**src/rtl/tcpu_pkg.sv**
```systemverilog
// rtl/tcpu_pkg.sv - shared types and constants for the SRAM window sequencer
package tcpu_pkg;
  typedef enum logic [1:0] {IDLE, ACCESS, TURN} state_t;
  typedef enum logic {OWN_CPU, OWN_TURBO} owner_t;

  localparam int MEM_AW = 19;
  localparam logic [7:0] BANK_LO = 8'd0;
  localparam logic [7:0] BANK_HI = 8'd1;
endpackage

```
**src/rtl/sram_window_sequencer_if.sv**
```systemverilog
// rtl/sram_window_sequencer_if.sv - turbo core memory port (level request, pulse ack)
interface sram_window_sequencer_if;
  logic                        turbo_req;
  logic                        turbo_rw;
  logic [tcpu_pkg::MEM_AW-1:0] turbo_addr;
  logic [7:0]                  turbo_wdata;
  logic                        turbo_ack;
  logic [7:0]                  turbo_rdata;

  modport master (output turbo_req, turbo_rw, turbo_addr, turbo_wdata,
                  input  turbo_ack, turbo_rdata);
  modport slave  (input  turbo_req, turbo_rw, turbo_addr, turbo_wdata,
                  output turbo_ack, turbo_rdata);
endinterface

```
**src/rtl/sram_window_sequencer_io_edge_capture.sv**
```systemverilog
// rtl/sram_window_sequencer_io_edge_capture.sv - IO1/IO2 edge detect, C64 request latch, bank register
module io_edge_capture
  import tcpu_pkg::*;
#(
  parameter int BANK_W = 11
) (
  input  logic              clk,
  input  logic              rst,
  input  logic              io1,
  input  logic              io2,
  input  logic              rw,
  input  logic [7:0]        addr,
  input  logic [7:0]        wdata,
  input  logic              take,
  output logic              req_valid,
  output logic              req_rw,
  output logic [MEM_AW-1:0] req_addr,
  output logic [7:0]        req_wdata,
  output logic [BANK_W-1:0] bank
);
  logic              io1_q, io2_q;
  logic              io1_rise, io2_rise;
  logic              pend;
  logic              lat_rw;
  logic [MEM_AW-1:0] lat_addr;
  logic [7:0]        lat_wdata;

  assign io1_rise = io1 & ~io1_q;
  assign io2_rise = io2 & ~io2_q;

  // A fresh edge bypasses the latch so an idle sequencer can start on the same clock;
  // it also supersedes any stale pending request.
  assign req_valid = pend | io1_rise;
  assign req_rw    = io1_rise ? rw : lat_rw;
  assign req_addr  = io1_rise ? {bank, addr} : lat_addr;
  assign req_wdata = io1_rise ? wdata : lat_wdata;

  always_ff @(posedge clk) begin
    io1_q <= io1;
    io2_q <= io2;
    if (rst) begin
      pend      <= 1'b0;
      lat_rw    <= 1'b1;
      lat_addr  <= '0;
      lat_wdata <= '0;
      bank      <= '0;
    end else begin
      if (io1_rise) begin
        lat_rw    <= rw;
        lat_addr  <= {bank, addr};
        lat_wdata <= wdata;
      end
      if (take)
        pend <= 1'b0;
      else if (io1_rise)
        pend <= 1'b1;
      if (io2_rise && !rw) begin
        if (addr == BANK_LO)
          bank[7:0] <= wdata;
        else if (addr == BANK_HI)
          bank[BANK_W-1:8] <= wdata[BANK_W-9:0];
      end
    end
  end
endmodule

```
**src/rtl/sram_window_sequencer.sv**
```systemverilog
// rtl/sram_window_sequencer.sv - time-sliced SRAM arbiter between the C64 IO1 window and the turbo core
module sram_window_sequencer
  import tcpu_pkg::*;
#(
  parameter int ACC_CYCLES = 3,
  parameter int BANK_W     = 11
) (
  input  logic                    clock_mult,
  input  logic                    reset_cpu,
  input  logic                    cpu_io1,
  input  logic                    cpu_io2,
  input  logic                    cpu_rw,
  input  logic [7:0]              cpu_addr,
  input  logic [7:0]              cpu_wdata,
  output logic [7:0]              cpu_rdata,
  sram_window_sequencer_if.slave  turbo,
  output logic [BANK_W-1:0]       bank,
  output logic [MEM_AW-1:0]       address_mem,
  output logic [7:0]              mem_wdata,
  input  logic [7:0]              mem_rdata,
  output logic                    mem_drive,
  output logic                    _ce_ram,
  output logic                    _we_mem
);
  localparam int KW = $clog2(ACC_CYCLES);
  localparam logic [KW-1:0] K_LAST = KW'(ACC_CYCLES - 1);

  state_t            state;
  owner_t            owner;
  logic [KW-1:0]     k;
  logic [KW-1:0]     k_next;
  logic              wr;
  logic              take;
  logic              req_valid, req_rw;
  logic [MEM_AW-1:0] req_addr;
  logic [7:0]        req_wdata;
  logic              nxt_rw;
  logic [MEM_AW-1:0] nxt_addr;
  logic [7:0]        nxt_wdata;

  io_edge_capture #(.BANK_W(BANK_W)) u_cap (
    .clk       (clock_mult),
    .rst       (reset_cpu),
    .io1       (cpu_io1),
    .io2       (cpu_io2),
    .rw        (cpu_rw),
    .addr      (cpu_addr),
    .wdata     (cpu_wdata),
    .take      (take),
    .req_valid (req_valid),
    .req_rw    (req_rw),
    .req_addr  (req_addr),
    .req_wdata (req_wdata),
    .bank      (bank)
  );

  // C64 always beats the turbo core when both are waiting in IDLE.
  assign take      = (state == IDLE) && req_valid;
  assign nxt_rw    = req_valid ? req_rw    : turbo.turbo_rw;
  assign nxt_addr  = req_valid ? req_addr  : turbo.turbo_addr;
  assign nxt_wdata = req_valid ? req_wdata : turbo.turbo_wdata;
  assign k_next    = k + 1'b1;

  always_ff @(posedge clock_mult) begin
    if (reset_cpu) begin
      state             <= IDLE;
      owner             <= OWN_CPU;
      k                 <= '0;
      wr                <= 1'b0;
      _ce_ram           <= 1'b1;
      _we_mem           <= 1'b1;
      mem_drive         <= 1'b0;
      address_mem       <= '0;
      mem_wdata         <= '0;
      cpu_rdata         <= '0;
      turbo.turbo_rdata <= '0;
      turbo.turbo_ack   <= 1'b0;
    end else begin
      turbo.turbo_ack <= 1'b0;
      case (state)
        IDLE: begin
          if (req_valid || turbo.turbo_req) begin
            state       <= ACCESS;
            owner       <= req_valid ? OWN_CPU : OWN_TURBO;
            k           <= '0;
            wr          <= ~nxt_rw;
            address_mem <= nxt_addr;
            mem_wdata   <= nxt_wdata;
            mem_drive   <= ~nxt_rw;
            _ce_ram     <= 1'b0;
            _we_mem     <= 1'b1;
          end
        end
        ACCESS: begin
          if (k == K_LAST) begin
            state     <= TURN;
            _ce_ram   <= 1'b1;
            _we_mem   <= 1'b1;
            mem_drive <= 1'b0;
            if (!wr) begin
              if (owner == OWN_CPU)
                cpu_rdata <= mem_rdata;
              else
                turbo.turbo_rdata <= mem_rdata;
            end
            if (owner == OWN_TURBO)
              turbo.turbo_ack <= 1'b1;
          end else begin
            k <= k_next;
            // Strobe sits strictly inside the access so address/data have setup and hold.
            _we_mem <= ~(wr && (k_next != K_LAST));
          end
        end
        TURN:    state <= IDLE;
        default: state <= IDLE;
      endcase
    end
  end
endmodule

```
**src/flat_wrapper.sv**
```systemverilog
// flat-port wrapper written by rule: the top's interface ports become plain ports
module sram_window_sequencer_flat import tcpu_pkg::*;
#(
  parameter int ACC_CYCLES = 3,
  parameter int BANK_W     = 11
)
  (clock_mult, reset_cpu, cpu_io1, cpu_io2, cpu_rw, cpu_addr, cpu_wdata, cpu_rdata, bank, address_mem, mem_wdata, mem_rdata, mem_drive, _ce_ram, _we_mem, turbo_turbo_req, turbo_turbo_rw, turbo_turbo_addr, turbo_turbo_wdata, turbo_turbo_ack, turbo_turbo_rdata);
  sram_window_sequencer_if turbo_i ();
  input  logic clock_mult;
  input  logic reset_cpu;
  input  logic cpu_io1;
  input  logic cpu_io2;
  input  logic cpu_rw;
  input  logic [7:0] cpu_addr;
  input  logic [7:0] cpu_wdata;
  output logic [7:0] cpu_rdata;
  output logic [BANK_W-1:0] bank;
  output logic [MEM_AW-1:0] address_mem;
  output logic [7:0] mem_wdata;
  input  logic [7:0] mem_rdata;
  output logic mem_drive;
  output logic _ce_ram;
  output logic _we_mem;
  input wire logic [$bits(turbo_i.turbo_req)-1:0] turbo_turbo_req;
  input wire logic [$bits(turbo_i.turbo_rw)-1:0] turbo_turbo_rw;
  input wire logic [$bits(turbo_i.turbo_addr)-1:0] turbo_turbo_addr;
  input wire logic [$bits(turbo_i.turbo_wdata)-1:0] turbo_turbo_wdata;
  output wire logic [$bits(turbo_i.turbo_ack)-1:0] turbo_turbo_ack;
  output wire logic [$bits(turbo_i.turbo_rdata)-1:0] turbo_turbo_rdata;
  assign turbo_i.turbo_req = turbo_turbo_req;
  assign turbo_i.turbo_rw = turbo_turbo_rw;
  assign turbo_i.turbo_addr = turbo_turbo_addr;
  assign turbo_i.turbo_wdata = turbo_turbo_wdata;
  assign turbo_turbo_ack = turbo_i.turbo_ack;
  assign turbo_turbo_rdata = turbo_i.turbo_rdata;
  sram_window_sequencer #(.ACC_CYCLES(ACC_CYCLES), .BANK_W(BANK_W)) u_core (.clock_mult(clock_mult), .reset_cpu(reset_cpu), .cpu_io1(cpu_io1), .cpu_io2(cpu_io2), .cpu_rw(cpu_rw), .cpu_addr(cpu_addr), .cpu_wdata(cpu_wdata), .cpu_rdata(cpu_rdata), .turbo(turbo_i), .bank(bank), .address_mem(address_mem), .mem_wdata(mem_wdata), .mem_rdata(mem_rdata), .mem_drive(mem_drive), ._ce_ram(_ce_ram), ._we_mem(_we_mem));
endmodule
```
**config.mk**
```make
export PLATFORM = sky130hd
export DESIGN_NAME = sram_window_sequencer_flat
export DESIGN_NICKNAME = d
export VERILOG_FILES = /design/src/rtl/tcpu_pkg.sv /design/src/rtl/sram_window_sequencer_if.sv /design/src/rtl/sram_window_sequencer_io_edge_capture.sv /design/src/rtl/sram_window_sequencer.sv /design/src/flat_wrapper.sv
export SDC_FILE = /design/constraint.sdc
export NUM_CORES = 1
export LEC_CHECK = 0
export BUFFER_PORTS_ARGS = -buffer_cell sky130_fd_sc_hd__buf_2
export CAP_MARGIN = 20
export CORE_ASPECT_RATIO = 1.5
export CORE_MARGIN = 2
export CORE_UTILIZATION = 35
export DETAILED_ROUTE_END_ITERATION = 8
export HOLD_SLACK_MARGIN = 0.08
export SYNTH_ARGS = -nofsm -noshare
export SYNTH_HDL_FRONTEND = slang
export SYNTH_SLANG_ARGS = --single-unit
```
**constraint.sdc**
```tcl
create_clock -name clock_mult -period 2.6 [get_ports clock_mult]
set_input_delay 0.26 -clock clock_mult [delete_from_list [all_inputs] [get_ports clock_mult]]
set_output_delay 0.26 -clock clock_mult [all_outputs]
set_load 0.02 [all_outputs]
```
==> summary.txt <==
CTS-repair resized insts = 0
Total wirelength of the detailed-routed design = 10200 µm
Synth Register Bits = 95
Combined area of all synthesized cells = 0.003943 mm²
Number of buffers inserted during clock tree synthesis = 9
Power per standard cell area = 714.4 mW/mm²
Max Clk Rate = 0.4992 GHz
Yosys Warn Count = 0
Core Box Area = 0.01100 mm²
Startpoint kind of the worst setup timing path = input pin
Remaining design rule violation count = 0
Area used by sequential logic in the layout = 0.001903 mm²
Antenna violations before repair = 1
Num ports = 116
Fill count = 1098
Global Route Usage Sum = 16.86%
Cell at the root of the clock tree = clkbuf_16
Synthesized area per cell = 8.820 µm²
Number of pins exceeding their max-slew limit in the final report = 0
Die outline height = 134.0 µm
Largest net degree at the start of global routing = 45
Mean number of vias per cell = 4.836
Syn-to-layout area delta = 26.21%
Post-route clock period utilization = 77.05%
Final core utilization = 45.25%
Area fraction of the dominant cell type after synthesis = 48.24%
Count of mapped cells out of synthesis = 447
Num rows = 47
Most frequent cells in the layout = buf_2, nand2_1, dfxtp_1
Final estimated routing congestion in global placement = 0.7540
H-tree lvl count = 3
CTS clock-pin slew for the worst setup and hold paths = 0.06 ns
Area enclosed by the die boundary = 0.01215 mm²
Antenna diode count = 0
Share of layout cells above drive strength 1 = 26.76%
Unrepaired setup endpoints after global routing = no
Most common cell after layout, fill and taps aside = buf_2
Number of nets produced by synthesis = 507
Detailed placer's ending HPWL = 7294 µm
Number of unique standard cell types used by synthesis = 34
Final critical-path required period = 2.003 ns
Tightest Pin Transition = 0.7100 ns
Standby leakage power = 2.105 nW
Number of buffers inserted for hold repair after clock tree synthesis = 2
Number of setup buffers added after CTS = 0
CP most frequent cell = buf_4
Worst Clk Skew = 0.005907 ns
Final setup violation count = 0
Post-Route Hold Slack = 0.1715 ns
Via count = 3385
Largest vdd supply drop = 335.4 µV
Nature of the critical path endpoint = flip-flop
Highest net fanout along the worst path = 16
Final-layout setup total negative slack = 0 ns
Cell taking the most area after synthesis = dfxtp_1
Clock buffer depth = 2
Overall die width = 90.66 µm
Final nets = 608
Detailed Route Iter0 Violations = 140
First-pass GRT wire length = 16330 µm
Clock latency on the worst-skew pair = 0.34 ns
Worst hold path type = input pin to flip-flop
Cell breakdown of the critical path = dlygate4sd3_1 -> buf_2 -> nor2b_2 -> buf_4 -> o31ai_4 -> buf_4 -> nand2_1 -> a21oi_2
CTS tree = done
Wirelength per Cell = 14.57 µm
Max-cap check violation count = 0
Top cells by area, synth = dfxtp_1, mux2i_1, nand2_1, a21oi_1, o211ai_1
Fin. Hold Viols = 0
Register area share after synthesis = 48.24%
Initial core utilization = 35.85%
Path type of the worst setup path = input pin to flip-flop
Outcome = completed
Tightest slew margin relative to the limit = 52.31%
Global-route congestion overflow total = 0
Number of global-route vias before repair = 3249
Arrival @ worst endpoint = 2.27 ns
Antenna-violating nets left = 0
Number of sinks driven by the clock tree = 95
Cell at the slowest stage of the critical path = dlygate4sd3_1
Data required time at the worst endpoint = 2.87 ns
Maximum cell stage delay along the critical path = 0.53 ns
Area of the multi-input gates = 0.001849 mm²
# port buffers = 115
Total iterations of the first detailed-routing run = 4
## area by class of cell
cell class / count / share of cell area, %
Sequential cell: 95 / 38.25
Clock buffer: 10 / 4.601
Multi-Input combinational cell: 315 / 37.16
Inverter: 2 / 0.1509
Timing Repair Buffer: 125 / 13.48
Tap cell: 147 / 3.696
Clock inverter: 6 / 2.665
## worst max-delay path: cells and delay by family
kind                   cells  cell delay (ns)
and+or+nand+nor            2             0.26
AOI/OAI and AO/OA          2             0.55
buffers and inverters      4             1.19
## synth_stat cells (all sizes together)
cell    instances
dfxtp          95
nor2b           2
nand3           2
a31oi           1
nand2b          2
nand2         113
nor3            3
a221o           1
or4b            1
and4b           1
mux2i          55
nand4           1
o31a            1
ha              2
a21oi          58
buf            13
nand4b          1
nor2           33
o211ai         28
inv             2
nor4            3
o31ai           3
and2            1
clkbuf         22
nand3b          1
or3b            1
and2b           1
## layer usage
layer	vias up	GRT usage, %	wire length [µm]
met5	-	0	0
met4	0	5.983	140
met3	12	4.213	553
met2	87	30.02	5295
met1	1555	19.53	4209
li1	1731	-	-
## cell families after synthesis
group / share of synthesized area (%)
muxes: 13.96
DFF: 48.24
and+or+nand+nor: 17.71
buffers and inverters: 4.982
AOI/OAI and AO/OA: 14.47
adders and majority gates: 0.6346
## power by group
part	leakage, nW	total [mW]	switching (mW)	internal [mW]
Sequential	0.775	1.56	0.0377	1.52
Combinational	1.16	0.417	0.258	0.159
Clock	0.173	1.58	0.545	1.04
Total	2.10	3.55	0.841	2.71
## registers in the layout (all words and copies together) (netlist names), 2 cells and up
register and cells:
u_core.cpu_rdata 8, u_core.u_cap.lat_wdata 8, u_core.state 2, u_core.mem_wdata 8, u_core.turbo.turbo_rdata 8, u_core.u_cap.lat_addr 19
u_core.k 2, u_core.u_cap.bank 11, u_core.address_mem 19
## per-stage QoR
step	power [mW]	instances	worst slack, ns	cell area, µm²
2_1_floorplan	1.864	447	0.9857	3943
3_3_place_gp	2.002	682	0.5988	4594
3_5_place_dp	2.010	682	0.5803	4594
4_1_cts	3.602	700	0.5851	4976
5_1_grt	3.703	700	0.4863	4976
6_report	3.555	700	0.5968	4976
## final timing paths
path | end | startpoint | cells after the start | slack (ns)
min reg2reg | u_core.mem_wdata[3] | u_core.mem_wdata[3] | 2 | 0.45
max reg2reg | u_core.mem_drive | u_core.state[1] | 4 | 0.74
min | u_core.turbo.turbo_rdata[5] | mem_rdata[5] | 3 | 0.17
max | u_core.address_mem[7] | cpu_io1 | 8 | 0.60
No activity file was read; power rests on OpenSTA's default activity.
